### src/rtl/bank_timing_fsm.sv
// bank_timing_fsm: per-bank DRAM command sequencer.
// Accepts one-hot DDR command strobes and enforces tRCD/tRAS/tRP/tWR/tRFC
// and burst length using saturating down-counters. The 5-bit state code is
// decoded by the bank datapath. All registers freeze while halt is high.
// Optional build macro: BANK_FSM_ILLEGAL_CMD_EN enables the sticky err flag
// for rejected commands; without it err is tied low.
module bank_timing_fsm #(
  parameter int ROWS = 131072,
  parameter int BL   = 8,
  parameter int TRCD = 4,
  parameter int TRAS = 10,
  parameter int TRP  = 4,
  parameter int TWR  = 4,
  parameter int TRFC = 16
) (
  input  logic                    clk,
  input  logic                    reset_n,
  input  logic                    halt,
  input  logic                    ACT,
  input  logic                    PR,
  input  logic                    RD,
  input  logic                    RDA,
  input  logic                    WR,
  input  logic                    WRA,
  input  logic                    REF,
  input  logic [$clog2(ROWS)-1:0] row,
  output logic [4:0]              state,
  output logic                    cmd_ack,
  output logic [$clog2(ROWS)-1:0] open_row,
  output logic                    row_open,
  output logic                    err
);

  localparam int RW = $clog2(ROWS);

  function automatic int max_of(input int a, input int b);
    return (a > b) ? a : b;
  endfunction

  localparam int TMAX = max_of(max_of(max_of(TRCD, TRAS), max_of(TRP, TWR)),
                               max_of(TRFC, BL));
  localparam int TW   = $clog2(TMAX + 1);

  typedef enum logic [4:0] {
    IDLE        = 5'b00000,
    ACTIVATING  = 5'b00001,
    BANK_ACTIVE = 5'b00010,
    READING     = 5'b01011,
    READING_AP  = 5'b01100,
    WRITING     = 5'b10010,
    WRITING_AP  = 5'b10011,
    WR_RECOVERY = 5'b10101,
    PRECHARGING = 5'b10100,
    REFRESHING  = 5'b11000
  } state_t;

  state_t          state_q, state_d;
  logic [TW-1:0]   dwell_q, dwell_d;
  logic [TW-1:0]   tras_q, tras_d;
  logic [TW-1:0]   twr_q, twr_d;
  logic            cmd_ack_q;
  logic [RW-1:0]   open_row_q;
  logic            row_open_q;

  logic [6:0]      strobes;
  logic            one_cmd;
  logic            dwell_done;
  logic            tras_done;
  logic            twr_done;
  logic            accept;
  logic            load_row;
  logic            set_open;
  logic            clr_open;
  logic            col_ready;

  assign strobes    = {ACT, PR, RD, RDA, WR, WRA, REF};
  assign one_cmd    = (strobes != 7'd0) && ((strobes & (strobes - 7'd1)) == 7'd0);
  assign dwell_done = (dwell_q == '0);
  assign tras_done  = (tras_q == '0);
  assign twr_done   = (twr_q == '0);

  // Next-state, timer reloads and command acceptance for the current cycle.
  // An expired ACTIVATING behaves like BANK_ACTIVE so a column command can
  // be taken on the very edge that tRCD completes.
  always_comb begin
    state_d   = state_q;
    dwell_d   = dwell_done ? '0 : dwell_q - 1'b1;
    tras_d    = tras_done  ? '0 : tras_q - 1'b1;
    twr_d     = twr_done   ? '0 : twr_q - 1'b1;
    accept    = 1'b0;
    load_row  = 1'b0;
    set_open  = 1'b0;
    clr_open  = 1'b0;
    col_ready = 1'b0;

    case (state_q)
      IDLE: begin
        if (one_cmd && ACT) begin
          state_d  = ACTIVATING;
          dwell_d  = TW'(TRCD - 1);
          tras_d   = TW'(TRAS - 1);
          load_row = 1'b1;
          accept   = 1'b1;
        end else if (one_cmd && REF) begin
          state_d = REFRESHING;
          dwell_d = TW'(TRFC - 1);
          accept  = 1'b1;
        end
      end
      ACTIVATING: begin
        if (dwell_done) begin
          state_d   = BANK_ACTIVE;
          set_open  = 1'b1;
          col_ready = 1'b1;
        end
      end
      BANK_ACTIVE: begin
        col_ready = 1'b1;
      end
      READING: begin
        if (dwell_done) begin
          state_d = BANK_ACTIVE;
        end
      end
      WRITING: begin
        if (dwell_done) begin
          state_d = BANK_ACTIVE;
          twr_d   = TW'(TWR);
        end
      end
      READING_AP: begin
        if (dwell_done && tras_done) begin
          state_d  = PRECHARGING;
          dwell_d  = TW'(TRP - 1);
          clr_open = 1'b1;
        end
      end
      WRITING_AP: begin
        if (dwell_done) begin
          state_d = WR_RECOVERY;
          dwell_d = TW'(TWR - 1);
        end
      end
      WR_RECOVERY: begin
        if (dwell_done && tras_done) begin
          state_d  = PRECHARGING;
          dwell_d  = TW'(TRP - 1);
          clr_open = 1'b1;
        end
      end
      PRECHARGING: begin
        if (dwell_done) begin
          state_d = IDLE;
        end
      end
      REFRESHING: begin
        if (dwell_done) begin
          state_d = IDLE;
        end
      end
      default: begin
        state_d = IDLE;
      end
    endcase

    if (col_ready && one_cmd) begin
      if (RD) begin
        state_d = READING;
        dwell_d = TW'(BL - 1);
        accept  = 1'b1;
      end else if (RDA) begin
        state_d = READING_AP;
        dwell_d = TW'(BL - 1);
        accept  = 1'b1;
      end else if (WR) begin
        state_d = WRITING;
        dwell_d = TW'(BL - 1);
        accept  = 1'b1;
      end else if (WRA) begin
        state_d = WRITING_AP;
        dwell_d = TW'(BL - 1);
        accept  = 1'b1;
      end else if (PR && tras_done && twr_done) begin
        state_d  = PRECHARGING;
        dwell_d  = TW'(TRP - 1);
        clr_open = 1'b1;
        accept   = 1'b1;
      end
    end
  end

  // State, timers and status registers; reset wins over halt.
  always_ff @(posedge clk) begin
    if (!reset_n) begin
      state_q    <= IDLE;
      dwell_q    <= '0;
      tras_q     <= '0;
      twr_q      <= '0;
      cmd_ack_q  <= 1'b0;
      open_row_q <= '0;
      row_open_q <= 1'b0;
    end else if (!halt) begin
      state_q   <= state_d;
      dwell_q   <= dwell_d;
      tras_q    <= tras_d;
      twr_q     <= twr_d;
      cmd_ack_q <= accept;
      if (load_row) begin
        open_row_q <= row;
      end
      if (clr_open) begin
        row_open_q <= 1'b0;
      end else if (set_open) begin
        row_open_q <= 1'b1;
      end
    end
  end

`ifdef BANK_FSM_ILLEGAL_CMD_EN
  logic cmd_err;
  logic err_q;

  assign cmd_err = (strobes != 7'd0) && !accept;

  // Sticky flag for any strobe activity that was not accepted.
  always_ff @(posedge clk) begin
    if (!reset_n) begin
      err_q <= 1'b0;
    end else if (!halt && cmd_err) begin
      err_q <= 1'b1;
    end
  end

  assign err = err_q;
`else
  assign err = 1'b0;
`endif

  assign state    = state_q;
  assign cmd_ack  = cmd_ack_q;
  assign open_row = open_row_q;
  assign row_open = row_open_q;

endmodule

### config.mk
export PLATFORM = sky130hd
export DESIGN_NAME = bank_timing_fsm
export DESIGN_NICKNAME = d
export VERILOG_FILES = /design/src/rtl/bank_timing_fsm.sv
export SDC_FILE = /design/constraint.sdc
export NUM_CORES = 1
export LEC_CHECK = 0
export CAP_MARGIN = 10
export CORE_ASPECT_RATIO = 0.6
export CORE_UTILIZATION = 53
export CTS_CLUSTER_DIAMETER = 200
export CTS_CLUSTER_SIZE = 40
export DETAILED_ROUTE_END_ITERATION = 16
export PLACE_DENSITY = 0.85
export SYNTH_ARGS = -nofsm -noshare
export SYNTH_HDL_FRONTEND = slang
export SYNTH_SLANG_ARGS = --single-unit
### constraint.sdc
create_clock -name clk -period 4.9 [get_ports clk]
set_clock_uncertainty 0.05 [all_clocks]
set_input_delay 0.98 -clock clk [delete_from_list [all_inputs] [get_ports clk]]
set_output_delay 0.98 -clock clk [all_outputs]
set_load 0.01 [all_outputs]
## After elaboration in Yosys (flattened, before gate mapping)

Index checks and enable logic that the tools add are counted.

- Logic and storage cells: 96
- Register bits after elaboration: 39
- Bits of input ports: 27
- Output and inout port bits: 25

- Add/sub/neg operators: 4
- Multiplexer cells: 55
- Reduce and logical (&&, ||, !) cells: 19
- Equal/unequal tests: 9
- Bitwise logic cells: 2

Operators by type and width:

| kind | number |
|---|---|
| $mux 5 | 29 |
| $pmux 5 s6 | 1 |
| $eq 5x5->1 const B | 5 |
| $mux 1 | 23 |
| $logic_not 5->1 | 4 |
| $pmux 5 s3 | 1 |
| $sub 5x1->5 const B | 3 |
| $eq 5x4->1 const B | 2 |
| $and 7x7->7 | 1 |
| $logic_and 1x1->1 | 7 |
| $logic_not 7->1 | 1 |
| $reduce_bool 7->1 | 1 |
| $sub 7x1->7 const B | 1 |
| $eq 5x1->1 const B | 1 |
| $eq 5x2->1 const B | 1 |
| $reduce_and 2->1 | 2 |
| $reduce_or 2->1 | 2 |
| $reduce_or 3->1 | 1 |
| $pmux 1 s2 | 1 |
| $reduce_bool 2->1 | 1 |
| $not 1->1 | 1 |

## Logic depth before layout (Yosys ltp)

Gate-level depths: netlist of the first run.

- Word-level depth: 14
- Gate-level depth with buffers: 9

## Worst setup path after synthesis of the first run

No wires, ideal clock.

- Path type: input to register
- Start: input RDA
- End: register open_row_q[10], in the netlist open_row[10]
- Library setup time: 0.076 ns
- Path slack: 2.091 ns
- Arrival: 2.683 ns
- Buffers on the path: 3
- Cell stages on the path: 8
- Data required time: 4.774 ns
- Cell sequence: clkbuf_1 > nor4_1 > nand4_1 > buf_2 > nor2_2 > buf_2 > nand2_1 > a21boi_0

- Word-level cells in the longest chain between the ends: 8
- Elaborated cells on any way between the ends: 9
- Classes of those cells: 1 x add/sub; 2 x mux; 1 x bitwise; 5 x reduce/logical

RTL lines:

| element | RTL line | text |
|---|---|---|
| start, declared | 22 | `input logic RDA,` |
| $sub 7x1->7 | 77 | `assign one_cmd = (strobes != 7'd0) && ((strobes & (strobes - 7'd1)) == 7'd0);` |
| $and 7x7->7 | 77 |  |
| $logic_not 7->1 | 77 |  |
| $logic_and 1x1->1 * | 77 |  |
| $logic_and 1x1->1 * | 98 | `if (one_cmd && ACT) begin` |
| $mux 1 * | 98 |  |
| $mux 1 * | 96 | `case (state_q)` |
| $reduce_and 2->1 (no line) * | - |  |
| end signal, assigned | 209 | `open_row_q <= row;` |
| end, declared | 62 | `logic [RW-1:0] open_row_q;` |

Every way passes the cells marked *; elsewhere a longest branch is shown, timed or not.
A chain may end at the register's enable or synchronous reset.

## Worst setup path in the final report of the first run

Same ends and word-level chain as after synthesis.

==> results of run 1 <==
## per-stage QoR
stage | cells | hold slack [ns] | utilization [%] | instance area (um2) | setup slack [ns]
2_1_floorplan | 286 | 0.373 | - | 2190 | 2.09
3_3_place_gp | 366 | 0.389 | 70.7 | 2690 | 1.10
3_5_place_dp | 366 | 0.400 | 70.7 | 2690 | 0.900
4_1_cts | 374 | 0.412 | 73.7 | 2810 | 1.13
5_1_grt | 374 | 0.422 | 73.7 | 2810 | 0.906
6_report | 374 | 0.408 | 73.7 | 2810 | 1.07
## final timing paths
kind                                   from            to  slack, ns
worst min-delay path            open_row[3]   open_row[3]       0.41
worst max-delay path                    RDA  open_row[10]       1.07
worst min register to register  open_row[3]   open_row[3]       0.41
worst max register to register   dwell_q[0]    dwell_q[3]       2.23
## critical path, delay by kind of cell
kind	cells	cell delay, ns
AND/OR/NAND/NOR	4	2.20
buffers and inverters	1	0.53
AO/OA/AOI/OAI	1	0.26
## cell usage after synthesis, types with 4 or more instances
| cell | number | area share [%] |
|---|---|---|
| nor3b_1 | 6 | 2.1 |
| inv_1 | 9 | 1.5 |
| nor3_1 | 11 | 2.5 |
| nand2_1 | 52 | 8.9 |
| nand3_1 | 7 | 1.6 |
| clkbuf_1 | 16 | 2.7 |
| nand4_1 | 5 | 1.4 |
| o211ai_1 | 5 | 1.7 |
| dfxtp_1 | 39 | 36 |
| or4_1 | 4 | 1.4 |
| a21oi_1 | 11 | 2.5 |
| a21boi_0 | 23 | 7.9 |
| a211oi_1 | 5 | 1.7 |
| nor2b_1 | 5 | 1.4 |
| xnor2_1 | 4 | 1.6 |
| o21ai_0 | 17 | 3.9 |
| nor2_1 | 12 | 2.1 |
| a31oi_1 | 4 | 1.1 |
## sequential cells by signal (all words and copies together) (netlist names)
register,count
state,5
open_row,17
dwell_q,5
twr_q,5
cmd_ack,1
tras_q,5
row_open,1
## per-layer routing
layer	vias to the layer above	share of wire (%)	GRT usage [%]
li1	1097	-	-
met1	1030	49	38.4
met2	97	42	42.6
met3	19	7.0	5.87
met4	0	1.8	9.04
met5	-	0	0
## where the power goes
part | total [mW] | internal (mW) | switching [mW] | leakage (nW)
combinational | 0.233 | 0.110 | 0.123 | 0.617
sequential | 0.364 | 0.340 | 0.0233 | 0.316
clock | 0.270 | 0.152 | 0.119 | 0.0581
total | 0.867 | 0.602 | 0.265 | 0.991
## layout make-up
class	count	area, um2	area share [%]
inverter	10	37.5	1.34
tap	47	58.8	2.10
clock inverter	3	43.8	1.56
multi-input combinational	217	1290	46.1
sequential	39	781	27.8
timing repair buffer	53	523	18.6
clock buffer	5	68.8	2.45
## logic make-up after synthesis
group	share of synthesized area, %
buffers and inverters	5.48
other	0.171
AND/OR/NAND/NOR	28.2
AO/OA/AOI/OAI	26.0
XOR/XNOR	2.40
flip-flops	35.6
adder cells (fa/ha/maj)	1.71
multiplexers	0.456
==> impl_metrics.ini, run 1 <==
[floorplan]
core-area_um2 = 3810
die_y_um = 51.8
die_x_um = 85.1
rows = 17
pin_count = 52
die_area_um2 = 4410
initial_core_util_pct = 57.6

[timing]
fin_tns_setup_ns = 0
fin_crit_ns = 3.83
rsz0062_at_grt = no
slew_headroom_pct = 38.6
period_share_pct = 78.2
max_freq_mhz = 261
hold_viol = 0
worst_slew_pin_slew_ns = 0.908
finalSetupViolations = 0
slew_viol_final = 0

[flow_run]
drv_cap = 0

[clock_tree]
cts_buffer_depth = 2
clk_pin_slew_ns = 0.08
htree_num_levels = 2
cts.sinks = 39
root_buffer = clkbuf_8
postCtsHoldBufs = 0
clock_latency_ns = 0.29
cts_tree = built
cts_setup_buffers = 0
cts_resized = 0
numCtsBuffers = 5

[logic_synthesis]
syn_area_um2 = 2190
ys_types = 52
avgSynthCellArea_um2 = 7.67
yosysWarnings = 0
async_flop_share_pct = 0
syn_inst = 286
synthesis.nets = 316
synth_edf_count = 0
ys_seq_elements = 39
synth-main-ff-cell = dfxtp_1
yosysSeqAreaShare_pct = 35.6

[worst_setup_path]
crit_type = input port to flop
start_kind = input port
end_kind = flop
cpPeakStageDelay_ns = 0.76
ff2ff_path_depth = 8
worstPathCellList = clkdlybuf4s50_1 > nor4_1 > nand4_1 > nor2_2 > nand2_1 > a21boi_0
path_max_fanout = 18
required_ns = 5.05
critPathArrivalTime_ns = 3.98
critPathSlowestCell = nor2_2

[status]
status = complete, no violations

[final_layout]
drive_gt1_share_pct = 5.50
mostFrequentLayoutCells = nand2_1 (52), clkdlybuf4s50_1 (50), dfxtp_1 (39), a21boi_0 (23), o21ai_0 (17)
num-fill-cells = 303
diodes = 0
nets = 356
area_delta_synth_final_pct = 27.9
layout_commonest_cell = nand2_1

[worst_hold_path]
min_delay_path_depth = 2
hp-class = flop to flop

[routing]
final_antenna_net_count = 0
first_pass_iters = 5
drc = 0
vias = 2243
dr.first_iter.drc_count = 228
viasPerCell = 6.00
avgRoutedWirePerCell_um = 15.1
routed_wl_um = 5670

[grt]
globalRouteTotalUtil_pct = 27.5
antenna_found_initial = 0
first_global_vias = 1961
grt_pass1_wl_um = 9460
gr-total-overflow = 0
grt_max_degree = 26

[placed_design]
place_hpwl_um = 4010
portBuffers = 50
gp_congestion = 0.918

[power_and_ir_drop]
power_density_nw_per_um2 = 309
leakage_nw = 0.991
total_power_mw = 0.867
vdd_drop_max_v = 0.000253
Power figures use the tool's default switching activity.
==> inputs of run 2 (changes only) <==
CORE_UTILIZATION = 45   (was 53)
PLACE_DENSITY = 0.77   (was 0.85)
clock period = 3.3 ns   (was 4.9 ns; I/O delays follow)
==> run 2 against run 1 <==
Combinational power grew 60%. Setup slack got worse by 0.41 ns. Global-route usage fell by 4.5 points. Critical path type is now flop to flop.
==> impl_metrics.ini, run 2 (synthesized netlist as in run 1, its figures left out) <==
[final_layout]
final_cells = 396
num-fill-cells = 404
layout_commonest_cell = nand2_1
mostFrequentLayoutCells = nand2_1 (52), clkdlybuf4s50_1 (50), dfxtp_1 (39), a21boi_0 (23), o21ai_0 (17)
drive_gt1_share_pct = 6.61
diodes = 0
final_core_util_pct = 61.2
largest_reg_flops = 17
nets = 362
area_delta_synth_final_pct = 29.4

[grt]
grt_pass1_wl_um = 9420
grt_max_degree = 38
globalRouteTotalUtil_pct = 23.1
antenna_found_initial = 0
first_global_vias = 1979
gr-total-overflow = 0

[worst_setup_path]
critPathArrivalTime_ns = 2.83
required_ns = 3.49
worst-path-stages = 8
cpPeakStageDelay_ns = 0.62
crit_type = flop to flop
crit_family = simple AND/OR/NAND/NOR gates
path_max_fanout = 8
worstPathCellList = inv_1 > ha_1 > or4b_1 > or3_4 > a21oi_2 > nand2_1 > nor3_1 > o221a_2
end_kind = flop
critPathSlowestCell = or4b_1
start_kind = flop
ff2ff_path_depth = 8
cp_num_buf_inv = 1

[floorplan]
rows = 19
core-area_um2 = 4640
die_y_um = 56.1
initial_core_util_pct = 47.3
pin_count = 52
die_area_um2 = 5170
die_x_um = 92.1

[clock_tree]
htree_num_levels = 2
clk_pin_slew_ns = 0.08
root_buffer = clkbuf_8
postCtsHoldBufs = 0
cts.sinks = 39
clock_latency_ns = 0.29
cts_tree = built
cts_resized = 0
cts_buffer_depth = 2
cts_setup_buffers = 0
numCtsBuffers = 5

[power_and_ir_drop]
power_density_nw_per_um2 = 431
total_power_mw = 1.22
vdd_drop_max_v = 0.000363
leakage_nw = 1.00

[flow_run]
drv_cap = 0

[timing]
finalSetupViolations = 0
rsz0062_at_grt = no
fin_crit_ns = 2.64
worst_slew_pin_slew_ns = 0.806
slew_viol_final = 0
max_freq_mhz = 379
fin_tns_setup_ns = 0
period_share_pct = 79.9
hold_viol = 0
slew_headroom_pct = 45.4
finalWorstSetupSlack_ns = 0.663

[status]
status = complete, no violations

[routing]
dr.first_iter.drc_count = 155
avgRoutedWirePerCell_um = 14.3
final_antenna_net_count = 0
first_pass_iters = 4
routed_wl_um = 5650
drc = 0
vias = 2258
viasPerCell = 5.70

[placed_design]
numPlacedInstances = 388
gp_congestion = 0.952
place_hpwl_um = 4160
portBuffers = 50
post-place-ws_ns = 0.419

[worst_hold_path]
min_delay_path_depth = 1
hp-class = flop to flop
[run 2: cell count changes in the layout (fill, tap and decap cells not counted), sizes merged]
cell    change
clkinv      -1
buf         +6
bufinv      -1
clkbuf      +2
[run 2: power by group]
group | internal (mW) | leakage, nW | total [mW] | switching [mW]
clock network | 0.149 | 0.0422 | 0.314 | 0.165
logic | 0.188 | 0.646 | 0.372 | 0.184
registers | 0.505 | 0.316 | 0.538 | 0.0329
[run 2: per-layer routing]
| layer | GRT usage, % | vias up | part of all wire (%) |
|---|---|---|---|
| li1 | - | 1112 | - |
| met1 | 33.1 | 1035 | 48 |
| met2 | 33.0 | 105 | 41 |
| met3 | 8.47 | 6 | 10 |
| met4 | 4.46 | 0 | 0.44 |
| met5 | 0 | - | 0 |
[run 2: metrics by stage]
step | hold WS [ns] | instance area [um2]
CTS | 0.399 | 2840
finish | 0.397 | 2840
global placement | 0.388 | 2760
detailed placement | 0.389 | 2760
global route | 0.425 | 2840
floorplan | 0.373 | 2190
[run 2: path summary, 6_finish.rpt]
kind                            startpoint       end  slack [ns]
worst min-delay path              twr_q[4]  twr_q[4]        0.40
worst max register to register  dwell_q[0]  state[2]        0.66
worst min register to register    twr_q[4]  twr_q[4]        0.40
worst max-delay path            dwell_q[0]  state[2]        0.66
[run 2: layout make-up]
type                       instances  area [um2]  share of cell area [%]
inverter                          10        37.5                    1.32
timing repair buffer              59         568                    20.0
sequential                        39         781                    27.5
multi-input combinational        217        1290                    45.5
clock inverter                     1        5.00                   0.176
tap                               63        78.8                    2.78
clock buffer                       7        76.3                    2.69
==> inputs of run 3 (changes only) <==
CORE_UTILIZATION = 50   (was 45)
PLACE_DENSITY = 0.81   (was 0.77)
clock period = 2.6 ns   (was 3.3 ns; I/O delays follow)
==> run 3 against run 2 <==
Wire length fell by 0.28%. Cell count rose by 1.8%. Via count barely moved. Maximum frequency rose by 9.2%. Combinational power rose by 33%. Worst hold slack improved by 0.0058 ns. Global-route usage rose by 2.7 points. Power rose by 29%. Clock power rose by 29%. First-iteration DRC count rose by 74%. Critical path type unchanged. Sequential power rose by 27%. Setup slack got worse by 0.48 ns.
==> impl_metrics.ini, run 3 (synthesized netlist as in run 1, its figures left out) <==
[grt]
antenna_found_initial = 0
grt_max_degree = 30
globalRouteTotalUtil_pct = 25.8
grt_pass1_wl_um = 9130
gr-total-overflow = 0
first_global_vias = 2013

[worst_hold_path]
hp-class = flop to flop

[floorplan]
rows = 18
initial_core_util_pct = 52.6
die_x_um = 87.5
die_y_um = 53.3
die_area_um2 = 4660
pin_count = 52
core-area_um2 = 4170

[routing]
avgRoutedWirePerCell_um = 14.0
drc = 0
dr.first_iter.drc_count = 269
vias = 2256
first_pass_iters = 5
final_antenna_net_count = 0
viasPerCell = 5.60
routed_wl_um = 5630

[clock_tree]
cts_tree = built
root_buffer = clkbuf_8
cts_resized = 0
numCtsBuffers = 5
clock_latency_ns = 0.28
clk_pin_slew_ns = 0.07
cts_buffer_depth = 2
postCtsHoldBufs = 0
htree_num_levels = 2
cts.sinks = 39
cts_setup_buffers = 0

[timing]
worst_slew_pin_slew_ns = 0.760
slew_headroom_pct = 48.5
period_share_pct = 92.9
finalSetupViolations = 0
fin_tns_setup_ns = 0
hold_viol = 0
slew_viol_final = 0
max_freq_mhz = 414
rsz0062_at_grt = no
fin_crit_ns = 2.42

[placed_design]
placed_area_um2 = 2840
gp_congestion = 0.921
place_hpwl_um = 4170
portBuffers = 50

[worst_setup_path]
start_kind = flop
critPathArrivalTime_ns = 2.53
end_kind = flop
crit_type = flop to flop
cpPeakStageDelay_ns = 0.48
path_max_fanout = 5
critPathSlowestCell = or4b_1
required_ns = 2.72
worstPathCellList = inv_1 > ha_1 > or4b_1 > or3_4 > a21oi_2 > o311ai_1 > nand4_1 > a21boi_0

[final_layout]
drive_gt1_share_pct = 9.91
num-fill-cells = 331
diodes = 0
nets = 373
mostFrequentLayoutCells = nand2_1 (52), clkdlybuf4s50_1 (50), dfxtp_1 (39), a21boi_0 (23), buf_4 (20)
largest_reg_flops = 17
fin_area_um2 = 2920
regArea_um2 = 781
multi_input_area_um2 = 1290
layout_commonest_cell = nand2_1
area_delta_synth_final_pct = 33.3

[power_and_ir_drop]
p_comb_share_pct = 31.3
leakage_nw = 1.06
power_density_nw_per_um2 = 542
vdd_drop_max_v = 0.000530
total_power_mw = 1.58
p_int_mw = 1.10
pwr-share-clk_pct = 25.6
p_seq_share_pct = 43.1
swShare_pct = 30.3
switchingPower_mw = 0.480

[status]
status = complete, no violations

[flow_run]
drv_cap = 0
==> run 3: path summary, 6_finish.rpt <==
check                                 from  cells after the start    endpoint  slack, ns
worst min register to register    twr_q[4]                      1    twr_q[4]       0.40
worst max register to register  dwell_q[0]                      8  dwell_q[3]       0.18
worst min-delay path              twr_q[4]                      1    twr_q[4]       0.40
worst max-delay path            dwell_q[0]                      8  dwell_q[3]       0.18
==> run 3: metal layers <==
metal	track usage [%]	vias up	part of all wire, %
met5	0	-	0
met4	5.74	0	0.85
met1	35.9	1019	48
met3	8.11	9	9.3
li1	-	1137	-
met2	38.7	91	42
==> run 3: per-stage QoR <==
stage / hold slack (ns) / instances / worst slack [ns] / util [%]
after floorplan: 0.373 / 286 / 0.236 / -
after global placement: 0.387 / 396 / 0.166 / 68.1
after detailed placement: 0.397 / 396 / 0.0898 / 68.1
after CTS: 0.406 / 403 / 0.185 / 70.2
after global routing: 0.422 / 403 / 0.0124 / 70.2
final: 0.403 / 403 / 0.185 / 70.2
==> run 3: power groups by stage <==
stage | logic [mW] | clock network, mW | registers, mW
after global placement | 0.471 | 0 | 0.694
final | 0.496 | 0.405 | 0.683
after global routing | 0.550 | 0.440 | 0.688
after CTS | 0.491 | 0.409 | 0.682
after floorplan | 0.312 | 0 | 0.685
after detailed placement | 0.487 | 0 | 0.695
==> run 3: layout make-up <==
class                   instances  area share [%]
multi-input cells             217            44.2
flip-flops and latches         39            26.7
repair buffers                 70            22.3
clock buffers                   6            2.82
well taps                      60            2.57
inverters                      10            1.28
clock inverters                 1           0.171
==> run 3: worst max-delay path, delay by kind of cell, from the launching register on <==
family	cells	cell delay, ns
compound gates	3	0.58
fa+ha+maj	1	0.20
flops	1	0.33
simple gates	3	1.07
buf+inv	1	0.06
==> RTL change 1: new RTL, config.mk and constraints of run 2 <==
The option `BANK_FSM_ILLEGAL_CMD_EN` is turned on by a define.
--- a/src/rtl/bank_timing_fsm.sv
+++ b/src/rtl/bank_timing_fsm.sv
@@ -4,6 +4,8 @@
 // decoded by the bank datapath. All registers freeze while halt is high.
 // Optional build macro: BANK_FSM_ILLEGAL_CMD_EN enables the sticky err flag
 // for rejected commands; without it err is tied low.
+`define BANK_FSM_ILLEGAL_CMD_EN
+
 module bank_timing_fsm #(
   parameter int ROWS = 131072,
   parameter int BL   = 8,
Formal check against the unedited RTL: not equivalent (a bounded check fails within 4 cycles, from zero or initial values and one cycle with reset_n low).
==> RTL change 1 against run 2 <==
Worst hold slack improved by 8.5 ps. Design area rose by 0.26%. Wire length shrank 1.8%. Non-clock buffer count is the same. Area after synthesis shrank 0.57%. Die area shrank 0.55%. Worst setup slack lost 69 ps. Sequential cell count increased by 1. Power is 3.6% lower. Largest cell class unchanged.
==> RTL change 1: results (changes against run 2) <==
[outcome]
outcome=completed

[placed_design]
place_congestion=0.958  ; +0.59%
dpl.hpwl_mm=3.96  ; -4.8%
dpl-instance-area_mm2=0.00275  ; -0.14%
dp_slack_ps=374  ; -45.7 ps
io_buffers=51  ; +2.0%

[clocking]
htreeDepth=2  ; unchanged
clkLatencyLatePin_ps=290  ; about the same
clockBufferDepth=2  ; unchanged
root_buffer=clkbuf_8

[worst_hold_path]
min_from=open_row[6]$_SDFFE_PN0P_
holdPathEnd=open_row[6]$_SDFFE_PN0P_
hp-class=flop to flop
min_delay_path_depth=2  ; +1

[route]
met3_length_um=509  ; -13%
dr.first_iter.drc_count=219  ; +41%
wl_met2_mm=2.22  ; -4.7%
route.vias.total=2261  ; +0.13%
wl_per_cell_um=14.0  ; -1.8%
routed.top_layer=met4
antenna_left=0  ; unchanged
wl_mm=5.55  ; -1.8%
firstDrtPassIters=5  ; +1
wirelength_met1_mm=2.77  ; +2.5%

[critical_path]
slowest_delay_ps=660  ; +40 ps
ff2ff_path_depth=9  ; +1
crit_arrival_ps=2860  ; +30 ps
crit_fanout=9  ; +1
worst_setup_path_end_kind=flop
cp-start-kind=flop
rr_endpoint=state[3]$_SDFFE_PN0N_
cp_top_family=simple AND/OR/NAND/NOR gates
reg2reg_slack_ps=590  ; -70 ps

[final_layout]
nets=362  ; unchanged
largest_reg_flops=17  ; unchanged
nFillCells=442  ; +9.4%
drive_gt1_share_pct=9.61  ; +3.0 points
antennaDiodeCount=0  ; unchanged

[synth]
synth.area.top_cells=dfxtp_1 37%, a21oi_1 8.7%, nand2_1 8.1%
synth_cell_type_count=52  ; unchanged
synth-seq-area-share_pct=36.7  ; +1.1 points
yosys-top-cells-count=47 x nand2_1, 40 x dfxtp_1, 38 x a21oi_1
netlist_instances=283  ; -1.0%
ys.flop_type=dfxtp_1
synth_edf_count=0  ; unchanged
yosysWarnings=0  ; unchanged
synth_fp_nets=313  ; -0.95%

[power]
leakage_nw=1.04  ; +4.0%
vdd_drop_max_v=0.000281  ; -23%

[global_routing]
grtUsageMet2_pct=31.4  ; -1.6 points
grt_start_max_net_pins=21  ; -45%
track_usage_pct=22.3  ; -0.78 points
grt_pass1_vias=1949  ; -1.5%
use_met3_pct=7.51  ; -0.96 points
grt_pass1_wl_mm=9.13  ; -3.1%
gr-usage-met1_pct=32.9  ; -0.12 points

[sta]
whs_ps=406  ; +8.54 ps
tightest_slew_ps=636  ; -170 ps
min_period_ps=2710  ; +68.6 ps
finalHoldViolCount=0  ; unchanged

RTL change 1: cell types whose count changed after synthesis, sizes merged, moves of 7 or more:
cell / run 2 / this run
a21oi: 12 / 39
a21boi: 23 / 1
nand2b: 2 / 9
nor2: 13 / 20
RTL change 1: cell type report:
cell class | instances | area (um2) | area share, %
clock inverter | 2 | 10.0 | 0.352
timing repair buffer | 59 | 571 | 20.0
multi-input combinational | 214 | 1260 | 44.2
tap | 63 | 78.8 | 2.77
inverter | 12 | 45.0 | 1.58
sequential | 40 | 801 | 28.1
clock buffer | 6 | 82.6 | 2.90
RTL change 1: logic make-up after synthesis:
family	Yosys count	share of synthesized area [%]
AO/OA/AOI/OAI	90	27.0
flip-flops	40	36.7
buffers and inverters	29	5.56
XOR/XNOR	4	1.61
adder cells (fa/ha/maj)	3	1.72
multiplexers	1	0.459
AND/OR/NAND/NOR	116	26.9
RTL change 1: power by group:
group	internal (mW)	switching, mW
clock network	0.167	0.167
logic	0.140	0.166
registers	0.511	0.0295
total	0.818	0.362
==> RTL change 2: new RTL, settings of run 2 <==
Made on the original files. Set the parameter `TRP` to 2 (it was 4).
--- a/src/rtl/bank_timing_fsm.sv
+++ b/src/rtl/bank_timing_fsm.sv
@@ -9,7 +9,7 @@
   parameter int BL   = 8,
   parameter int TRCD = 4,
   parameter int TRAS = 10,
-  parameter int TRP  = 4,
+  parameter int TRP  = 2,
   parameter int TWR  = 4,
   parameter int TRFC = 16
 ) (
Check against the original RTL: no difference found for any inputs over 10 cycles, from zero or initial values and one cycle with reset_n low; that may be too few to reach the edited logic, so the function may still have changed.
==> RTL change 2 against run 2 <==
Wire length grew 5.0%. Design area rose by 2.9%. Area after synthesis increased by 4.8%. Power is 5.4% higher. Worst setup slack worse by 180 ps. Sequential cell count stayed put. Clock power decreased by 3%. Critical path type unchanged. Largest power group unchanged.
==> RTL change 2: results (changes against run 2) <==
[outcome]
outcome=completed

[clocking]
post_cts_resized=0  ; unchanged
clkLatencyLatePin_ps=280
htreeDepth=2  ; unchanged
numCtsBuffers=5  ; unchanged
postCtsSetupBuffers=0  ; unchanged
path_clk_slew_ps=70
clockBufferDepth=2  ; unchanged
root_buffer=clkbuf_8

[final_layout]
largest_reg_flops=17  ; unchanged
stdcell_count=399  ; +0.76%
nets=365  ; +0.83%
final_common_cell=clkdlybuf4s50_1
drive_gt1_share_pct=8.04  ; +1.4 points
antennaDiodeCount=0  ; unchanged

[placed_design]
dpl-instance-area_mm2=0.00284  ; +3.0%
io_buffers=50  ; unchanged
numPlacedInstances=391  ; +0.77%
dp_slack_ps=285  ; -135 ps
dpl.hpwl_mm=4.36  ; +4.9%
place_congestion=0.912  ; -4.2%

[synth]
synth.area.top_cells=dfxtp_1 34%, nand2_1 7.0%, o21ai_0 3.9%
yosys-top-cells-count=43 x nand2_1, 39 x dfxtp_1, 18 x o21ai_0
muxShareOfSynthArea_pct=0  ; -0.46 points
synth_compound_area_share_pct=25.6  ; -0.39 points
synthAdderAreaFrac_pct=1.63  ; -0.079 points
synth_top_family_by_area=simple AND/OR/NAND/NOR gates
synth_xor_area_share_pct=2.67  ; +0.27 points
synth_cell_type_count=58  ; +12%
syn_avg_cell_area_um2=7.90  ; +3.0%
synth_fp_nets=321  ; +1.6%
yosysWarnings=0  ; unchanged
synth-seq-area-share_pct=33.9  ; -1.6 points

[critical_path]
r2r_start=dwell_q[0]$_SDFFE_PN0N_
crit_type=flop to flop
ff2ff_path_depth=8  ; unchanged
crit_arrival_ps=2930  ; +100 ps
crit_fanout=11  ; +3

[global_routing]
track_usage_pct=23.4  ; +0.39 points
grt_start_max_net_pins=41  ; +7.9%
grt_pass1_wl_mm=9.81  ; +4.2%
grt_pass1_vias=1997  ; +0.91%
antenna_found_initial=0  ; unchanged

[power]
intPower_mw=0.853  ; +1.3%
clkPwrFrac_pct=23.6  ; -2.0 points
leakage_nw=1.04  ; +3.1%
swShare_pct=33.9  ; +2.7 points
powerComb_mw=0.435  ; +17%
vdd_drop_max_v=0.000362  ; -0.18%

[worst_hold_path]
hp-class=flop to flop
min_from=open_row[13]$_SDFFE_PN0P_
min_delay_path_depth=2  ; +1

[route]
firstDrtPassIters=5  ; +1
route.vias.total=2254  ; -0.18%
dr.first_iter.drc_count=153  ; -1.3%
wl_per_cell_um=14.9  ; +4.3%

[sta]
tightest_slew_ps=748  ; -58.0 ps

RTL change 2: layout make-up:
class                           instances  area, um2
Tap cell                               63       78.8
Inverter                               11       41.3
Clock buffer                            7       76.3
Clock inverter                          1       5.00
Multi-Input combinational cell        220       1380
Timing Repair Buffer                   58        561
Fill cell                             427       1810
Sequential cell                        39        781
RTL change 2: worst max-delay path, stage by stage, from the launching register on:
cell and delay (ps):
dfxtp_1 320, inv_1 130, ha_1 240, or4b_1 660, nor4_1 730, or3_1 270
nor2_1 60, o21ai_0 140, a21boi_0 100
RTL change 2: final timing paths:
path	slack [ps]	to
worst min register to register	400	open_row[13]$_SDFFE_PN0P_
worst max-delay path	490	twr_q[3]$_SDFFE_PN0N_
worst min-delay path	400	open_row[13]$_SDFFE_PN0P_
worst max register to register	490	twr_q[3]$_SDFFE_PN0N_
RTL change 2: metal layers:
metal  wire length, um  global-route usage, %
met1              3040                   37.4
met2              2300                   29.6
met3               541                   7.07
met4                50                   5.71
met5                 0                      0
